### src/rtl/fifo_wr_ctrl.sv
// rtl/fifo_wr_ctrl.sv - async FIFO write-side pointer, level and flag controller
// Optional overflow attempt counter enabled by defining FIFO_WR_OVF_CNT_EN.
module fifo_wr_ctrl #(
    parameter int ADDR_SIZE = 4,
    parameter int OVF_CNT_W = 8
) (
    input  logic                 wr_clk,
    input  logic                 wr_rst,
    input  logic                 wr_en,
    input  logic [ADDR_SIZE:0]   rd_ptr_gray_sync,
    input  logic [ADDR_SIZE:0]   af_thresh,
    input  logic                 ovf_clr,
    output logic                 wr_ack,
    output logic [ADDR_SIZE-1:0] wr_addr,
    output logic [ADDR_SIZE:0]   wr_ptr_gray,
    output logic                 full,
    output logic                 almost_full,
    output logic [ADDR_SIZE:0]   wr_level,
    output logic                 overflow,
    output logic [OVF_CNT_W-1:0] ovf_count
);

    localparam int PW = ADDR_SIZE + 1;

    logic [PW-1:0] wr_bin_q,  wr_bin_d;
    logic [PW-1:0] wr_gray_q, wr_gray_d;
    logic [PW-1:0] level_q,   level_d;
    logic          full_q,    full_d;
    logic          af_q,      af_d;
    logic          ovf_q,     ovf_d;
    logic [PW-1:0] rd_bin_sync;
    logic          ovf_attempt;

    // Gating with wr_rst keeps the RAM strobe quiet while reset is held.
    assign wr_ack      = wr_en & ~full_q & wr_rst;
    assign ovf_attempt = wr_en & full_q;

    always_comb begin
        rd_bin_sync = '0;
        for (int i = 0; i < PW; i++) begin
            rd_bin_sync[i] = ^(rd_ptr_gray_sync >> i);
        end
    end

    always_comb begin
        wr_bin_d  = wr_bin_q + {{ADDR_SIZE{1'b0}}, wr_ack};
        wr_gray_d = (wr_bin_d >> 1) ^ wr_bin_d;
        level_d   = wr_bin_d - rd_bin_sync;
        // Full when the next Gray pointer is exactly one lap ahead of the read pointer.
        full_d    = (wr_gray_d[ADDR_SIZE]   != rd_ptr_gray_sync[ADDR_SIZE]) &
                    (wr_gray_d[ADDR_SIZE-1] != rd_ptr_gray_sync[ADDR_SIZE-1]) &
                    (wr_gray_d[ADDR_SIZE-2:0] == rd_ptr_gray_sync[ADDR_SIZE-2:0]);
        af_d      = (level_d >= af_thresh);
        ovf_d     = ovf_attempt | (ovf_q & ~ovf_clr);
    end

    always_ff @(posedge wr_clk or negedge wr_rst) begin
        if (!wr_rst) begin
            wr_bin_q  <= '0;
            wr_gray_q <= '0;
            level_q   <= '0;
            full_q    <= 1'b0;
            af_q      <= 1'b0;
            ovf_q     <= 1'b0;
        end else begin
            wr_bin_q  <= wr_bin_d;
            wr_gray_q <= wr_gray_d;
            level_q   <= level_d;
            full_q    <= full_d;
            af_q      <= af_d;
            ovf_q     <= ovf_d;
        end
    end

`ifdef FIFO_WR_OVF_CNT_EN
    localparam logic [OVF_CNT_W-1:0] CNT_ONE = {{(OVF_CNT_W-1){1'b0}}, 1'b1};

    logic [OVF_CNT_W-1:0] ovf_cnt_q, ovf_cnt_d;

    always_comb begin
        ovf_cnt_d = ovf_cnt_q;
        if (ovf_clr) begin
            ovf_cnt_d = {{(OVF_CNT_W-1){1'b0}}, ovf_attempt};
        end else if (ovf_attempt && !(&ovf_cnt_q)) begin
            ovf_cnt_d = ovf_cnt_q + CNT_ONE;
        end
    end

    always_ff @(posedge wr_clk or negedge wr_rst) begin
        if (!wr_rst) begin
            ovf_cnt_q <= '0;
        end else begin
            ovf_cnt_q <= ovf_cnt_d;
        end
    end

    assign ovf_count = ovf_cnt_q;
`else
    assign ovf_count = '0;
`endif

    assign wr_addr     = wr_bin_q[ADDR_SIZE-1:0];
    assign wr_ptr_gray = wr_gray_q;
    assign full        = full_q;
    assign almost_full = af_q;
    assign wr_level    = level_q;
    assign overflow    = ovf_q;

endmodule

### config.mk
export PLATFORM = sky130hd
export DESIGN_NAME = fifo_wr_ctrl
export DESIGN_NICKNAME = d
export VERILOG_FILES = /design/src/rtl/fifo_wr_ctrl.sv
export SDC_FILE = /design/constraint.sdc
export NUM_CORES = 1
export LEC_CHECK = 0
export CAP_MARGIN = 40
export CORE_AREA = 2 2 74 55
export CTS_BUF_LIST = sky130_fd_sc_hd__clkbuf_8
export CTS_CLUSTER_SIZE = 10
export DETAILED_ROUTE_END_ITERATION = 10
export DIE_AREA = 0 0 76 57
export PLACE_DENSITY = 0.59
export SKIP_CTS_REPAIR_TIMING = 1
export SLEW_MARGIN = 20
export SYNTH_ARGS = -nofsm -noshare
export SYNTH_HDL_FRONTEND = slang
export SYNTH_SLANG_ARGS = --single-unit
### constraint.sdc
create_clock -name wr_clk -period 5.27 [get_ports wr_clk]
set_clock_uncertainty 0.05 [all_clocks]
set_input_delay 0.7905 -clock wr_clk [delete_from_list [all_inputs] [get_ports wr_clk]]
set_output_delay 0.7905 -clock wr_clk [all_outputs]
set_load 0.01 [all_outputs]
==> flow_metrics.tcl, run 1 <==
set metrics [dict create \
    status "finished clean" \
    crit_path_end_kind "register" \
    synthTopCellsByCount "dfrtp_1 (17), inv_1 (12), ha_1 (11), xnor2_1 (11), buf_4 (8)" \
    boundaryPins 40 \
    worstSkewPairLatency_ps 250 \
    initial_core_util_pct 28.4 \
    synth_area_per_cell_um2 10.8 \
    cts_made_buffers 3 \
    slowest_delay_ps 460 \
    crit_family "adder cells" \
    yosysMostFrequentCell "dfrtp_1" \
    post-place-ws_ps 1230 \
    vias 709 \
    setup-tns-final_ps 0 \
    yosysTopAreaCellShare_pct 40.7 \
    grt-ovfl-total 0 \
    ys_types 24 \
    p_leak_nw 0.689 \
    drive_gt1_share_pct 5.34 \
    clock_path_buffers 2 \
    multi_input_area_um2 531 \
    fin_crit_ps 3760 \
    crit_path_max_fanout 18 \
    hpwl_um 1560 \
    finalHoldViolCount 0 \
    htreeDepth 1 \
    maxCapViolCount 0 \
    ant_nets 0 \
    vias_per_cell 3.87 \
    wl_per_cell_um 10.5 \
    syn_inst 97 \
    die_h_um 57 \
    arrival_ps 3840 \
    setup_viol 0 \
    gp_congestion 0.731 \
    drc 0 \
    fillers 380 \
    dieArea_um2 4330 \
    dieWidth_um 76 \
    p_per_area_nw_per_um2 614 \
    design.core.area_um2 3680 \
    seq_area_frac_synth_pct 40.7 \
    crit_required_ps 5360 \
    slew_viol_final 0 \
    synth_top_area_cell "dfrtp_1" \
    ir_worst_vdd_uv 175 \
    grt_pass1_vias 735 \
    crit_type "in -> reg" \
    startpoint_type "primary input" \
    synth-async-reset-ratio_pct 100 \
    syn_to_final_growth_pct 36.7 \
    rows 19 \
    synth_edf_count 0 \
    timing.final.ws_setup_ps 1510 \
    min_path_type "reg -> reg" \
    critPathSlowestCell "clkdlybuf4s50_1" \
    path_clk_slew_ps 70 \
    seqCellArea_um2 425 \
    io_buffers 31 \
    netlist_area_um2 1050 \
    routed_wirelength_um 1930 \
    ys_warn_count 0 \
    crit_chain "clkdlybuf4s50_1 > buf_4 > nand2_1 > nor2_1 > ha_1 > ha_1 > xor2_2 > ha_1 > xnor2_1 > ha_1 > a21o_1 > a21o_1 > a21o_1" \
    cts.sinks 17 \
    antennaDiodeCount 0 \
    grt_max_degree 19 \
    first_pass_iters 4 \
    first_iter_violations 26 \
    synthTopCellsByArea "dfrtp_1 (41%), ha_1 (13%), xnor2_1 (9.2%)" \
    cts_tree "built" \
    crit_top_cell "ha_1" \
    rsz0062_at_grt "false" \
    timing.final.crit_share_pct 71.3 \
    grt_pass1_wl_um 3380 \
    crit_buf_inv 2 \
    max_freq_mhz 266 \
    track_usage_pct 9.94 \
    antenna_found_initial 0 \
    cts-root-buf "clkbuf_8" \
    nets 158 \
    ys.flop_type "dfrtp_1" \
    ys_ff_latch 17 \
]
[worst paths after layout]
| kind | start | cells past startpoint | end | slack, ps |
|---|---|---|---|---|
| max in group asynchronous | wr_rst | 2 | wr_level[4] | 4140 |
| worst max register to register | full | 11 | almost_full | 2420 |
| worst min-delay path | full | 2 | overflow | 480 |
| min in group asynchronous | wr_rst | 2 | wr_ptr_gray[3] | 830 |
| worst max-delay path | wr_rst | 13 | almost_full | 1510 |
| worst min register to register | full | 2 | overflow | 480 |
[layout make-up]
class / count / share of cell area, %
multi-input combinational: 66 / 37.1
sequential: 17 / 29.7
inverter: 12 / 3.15
clock buffer: 3 / 2.89
tap: 52 / 4.55
timing repair buffer: 32 / 22.2
clock inverter: 1 / 0.350
[per-layer routing]
metal	global-route usage (%)	vias up	part of all wire [%]
met5	0	-	0
met4	3.12	0	0.88
met3	4.43	4	8.8
met2	14.8	30	41
met1	13.1	313	49
li1	-	362	-
[placed cells by master (no fill, tap or decap), types with 2 or more instances in the layout]
master,n
nand3_1,3
clkbuf_8,3
inv_1,12
dfrtp_1,17
ha_1,11
nand2_1,5
xnor2_1,11
clkdlybuf4s50_1,31
xor2_1,6
conb_1,8
a21oi_1,3
a21o_1,6
nor2_1,2
[sequential cells by signal (all words and copies together), names as in the netlist]
register and count:
wr_ptr_gray 4, wr_bin_q 5, full 1, overflow 1, wr_level 5, almost_full 1
[cell families after synthesis]
kind of cell	share of synthesized area, %
buf+inv	11.1
fa+ha+maj	15.1
compound gates	8.61
xor+xnor	17.3
other cells	0.359
simple gates	6.82
flops	40.7
[tightest hold or removal path: cells and delay by family (launching register included)]
kind | cells | cell delay (ps)
simple gates | 1 | 60
compound gates | 1 | 70
flops | 1 | 370
[through the flow]
stage	instance area [um2]	util, %	hold slack [ps]	total power [mW]	instances
floorplan	1070	-	445	0.601	104
global placement	1380	37.6	459	0.783	179
detailed placement	1380	37.6	470	0.794	179
CTS	1430	38.8	487	0.894	183
global route	1430	38.8	540	0.967	183
finish	1430	38.8	475	0.879	183
[power by group]
group / internal [mW] / total, mW / switching (mW) / leakage (nW)
clock network: 0.0524 / 0.0960 / 0.0436 / 0.0255
registers: 0.199 / 0.241 / 0.0418 / 0.206
logic: 0.295 / 0.541 / 0.246 / 0.458
total: 0.547 / 0.879 / 0.331 / 0.689
(Power assumes the default switching activity.)
==> run 2: changes to the inputs <==
==> constraint.sdc (replaced) <==
create_clock -name wr_clk -period 3.9 [get_ports wr_clk]
set_clock_uncertainty 0.05 [all_clocks]
set_input_delay 0.585 -clock wr_clk [delete_from_list [all_inputs] [get_ports wr_clk]]
set_output_delay 0.585 -clock wr_clk [all_outputs]
set_load 0.01 [all_outputs]
==> run 2 against run 1 <==
Against the previous run:
- critical path depth unchanged
- sequential power up 35%
- non-clock buffer count unchanged
- global-route usage up 0.38 points
- clock power up 40%
- die area unchanged
- flip-flop and latch count unchanged
- critical endpoint unchanged
==> flow_metrics.tcl, run 2 (same netlist as run 1, synthesis figures left out) <==
set metrics [dict create \
    crit_required_ps 4000 \
    rows 19 \
    max_freq_mhz 290 \
    min_path_type "reg -> reg" \
    syn_to_final_growth_pct 36.7 \
    worstSkewPairLatency_ps 250 \
    first_pass_iters 2 \
    vias_per_cell 3.89 \
    hpwl_um 1600 \
    drive_gt1_share_pct 5.34 \
    cts_made_buffers 3 \
    p_leak_nw 0.689 \
    vias 712 \
    antennaDiodeCount 0 \
    dieArea_um2 4330 \
    finalHoldViolCount 0 \
    critPathSlowestCell "clkdlybuf4s50_1" \
    grt_pass1_vias 753 \
    clock_path_buffers 2 \
    whs_ps 477 \
    io_buffers 31 \
    htreeDepth 1 \
    arrival_ps 3550 \
    nets 158 \
    cts-root-buf "clkbuf_8" \
    status "finished clean" \
    track_usage_pct 10.3 \
    final_common_cell "clkdlybuf4s50_1" \
    boundaryPins 40 \
    grt-ovfl-total 0 \
    mostFrequentLayoutCells "clkdlybuf4s50_1 (31), dfrtp_1 (17), inv_1 (12)" \
    crit_path_end_kind "register" \
    crit_family "adder cells" \
    first_iter_violations 26 \
    maxCapViolCount 0 \
    cts_tree "built" \
    routed_wirelength_um 2000 \
    initial_core_util_pct 28.4 \
    crit_type "in -> reg" \
    slowest_delay_ps 550 \
    setup_viol 0 \
    gp_congestion 0.734 \
    crit_chain "clkdlybuf4s50_1 > xnor2_2 > xor2_1 > xor2_1 > xnor2_1 > ha_1 > fa_1 > inv_1 > ha_1 > a21o_1 > a21o_1 > a21o_1 > a21o_1" \
    dieWidth_um 76 \
    ir_worst_vdd_uv 213 \
    utilization_pct 38.8 \
    antenna_found_initial 0 \
    design.core.area_um2 3680 \
    p_per_area_nw_per_um2 832 \
    grt_pass1_wl_um 3520 \
    startpoint_type "primary input" \
    slew_viol_final 0 \
    cts.sinks 17 \
    crit_buf_inv 2 \
    grt_max_degree 18 \
    rsz0062_at_grt "false" \
    timing.final.crit_share_pct 88.5 \
    wl_per_cell_um 10.9 \
    drc 0 \
    crit_path_max_fanout 3 \
    path_clk_slew_ps 70 \
    crit_top_cell "a21o_1" \
    setup-tns-final_ps 0 \
    ant_nets 0 \
    fin_crit_ps 3450 \
    die_h_um 57 \
]
==> run 2: final cells by class <==
type / count / area, um2
clock buffers: 3 / 41.3
clock inverters: 1 / 5.00
fillers: 375 / 2250
inverters: 12 / 45.0
multi-input cells: 66 / 531
flip-flops and latches: 17 / 425
well taps: 52 / 65.1
repair buffers: 32 / 318
==> run 2: per-layer routing <==
layer | track usage (%) | vias up | routed length [um]
met2 | 16.7 | 30 | 822
met1 | 13.0 | 315 | 1000
met3 | 5.38 | 2 | 172
met4 | 0.779 | 0 | 6
li1 | - | 365 | -
met5 | 0 | - | 0
==> run 2: where the power goes <==
part / switching, mW / internal, mW / leakage [nW]
Clock: 0.0630 / 0.0709 / 0.0255
Combinational: 0.330 / 0.401 / 0.458
Sequential: 0.0564 / 0.269 / 0.206
Total: 0.449 / 0.741 / 0.689
==> run 2: metrics by stage <==
stage	setup slack [ps]	instances	cell area [um2]	power, mW
6_report	449	183	1430	1.19
3_3_place_gp	209	179	1380	1.06
5_1_grt	213	183	1430	1.32
2_1_floorplan	816	104	1070	0.812
4_1_cts	427	183	1430	1.22
3_5_place_dp	158	179	1380	1.07
==> run 2: final timing paths <==
path                                   to  depth (start not counted)                 from  slack (ps)
max                           almost_full                         13  rd_ptr_gray_sync[3]         450
min                              overflow                          2                 full         480
max reg2reg                   almost_full                         11                 full        1000
min reg2reg                      overflow                          2                 full         480
max in group asynchronous     wr_bin_q[4]                          2               wr_rst        2970
min in group asynchronous  wr_ptr_gray[1]                          2               wr_rst         640
==> run 2: worst min-delay path, cell delays in order, from the launching register on <==
cell	delay [ps]
dfrtp_1	370
nand2_1	60
o21ai_0	60
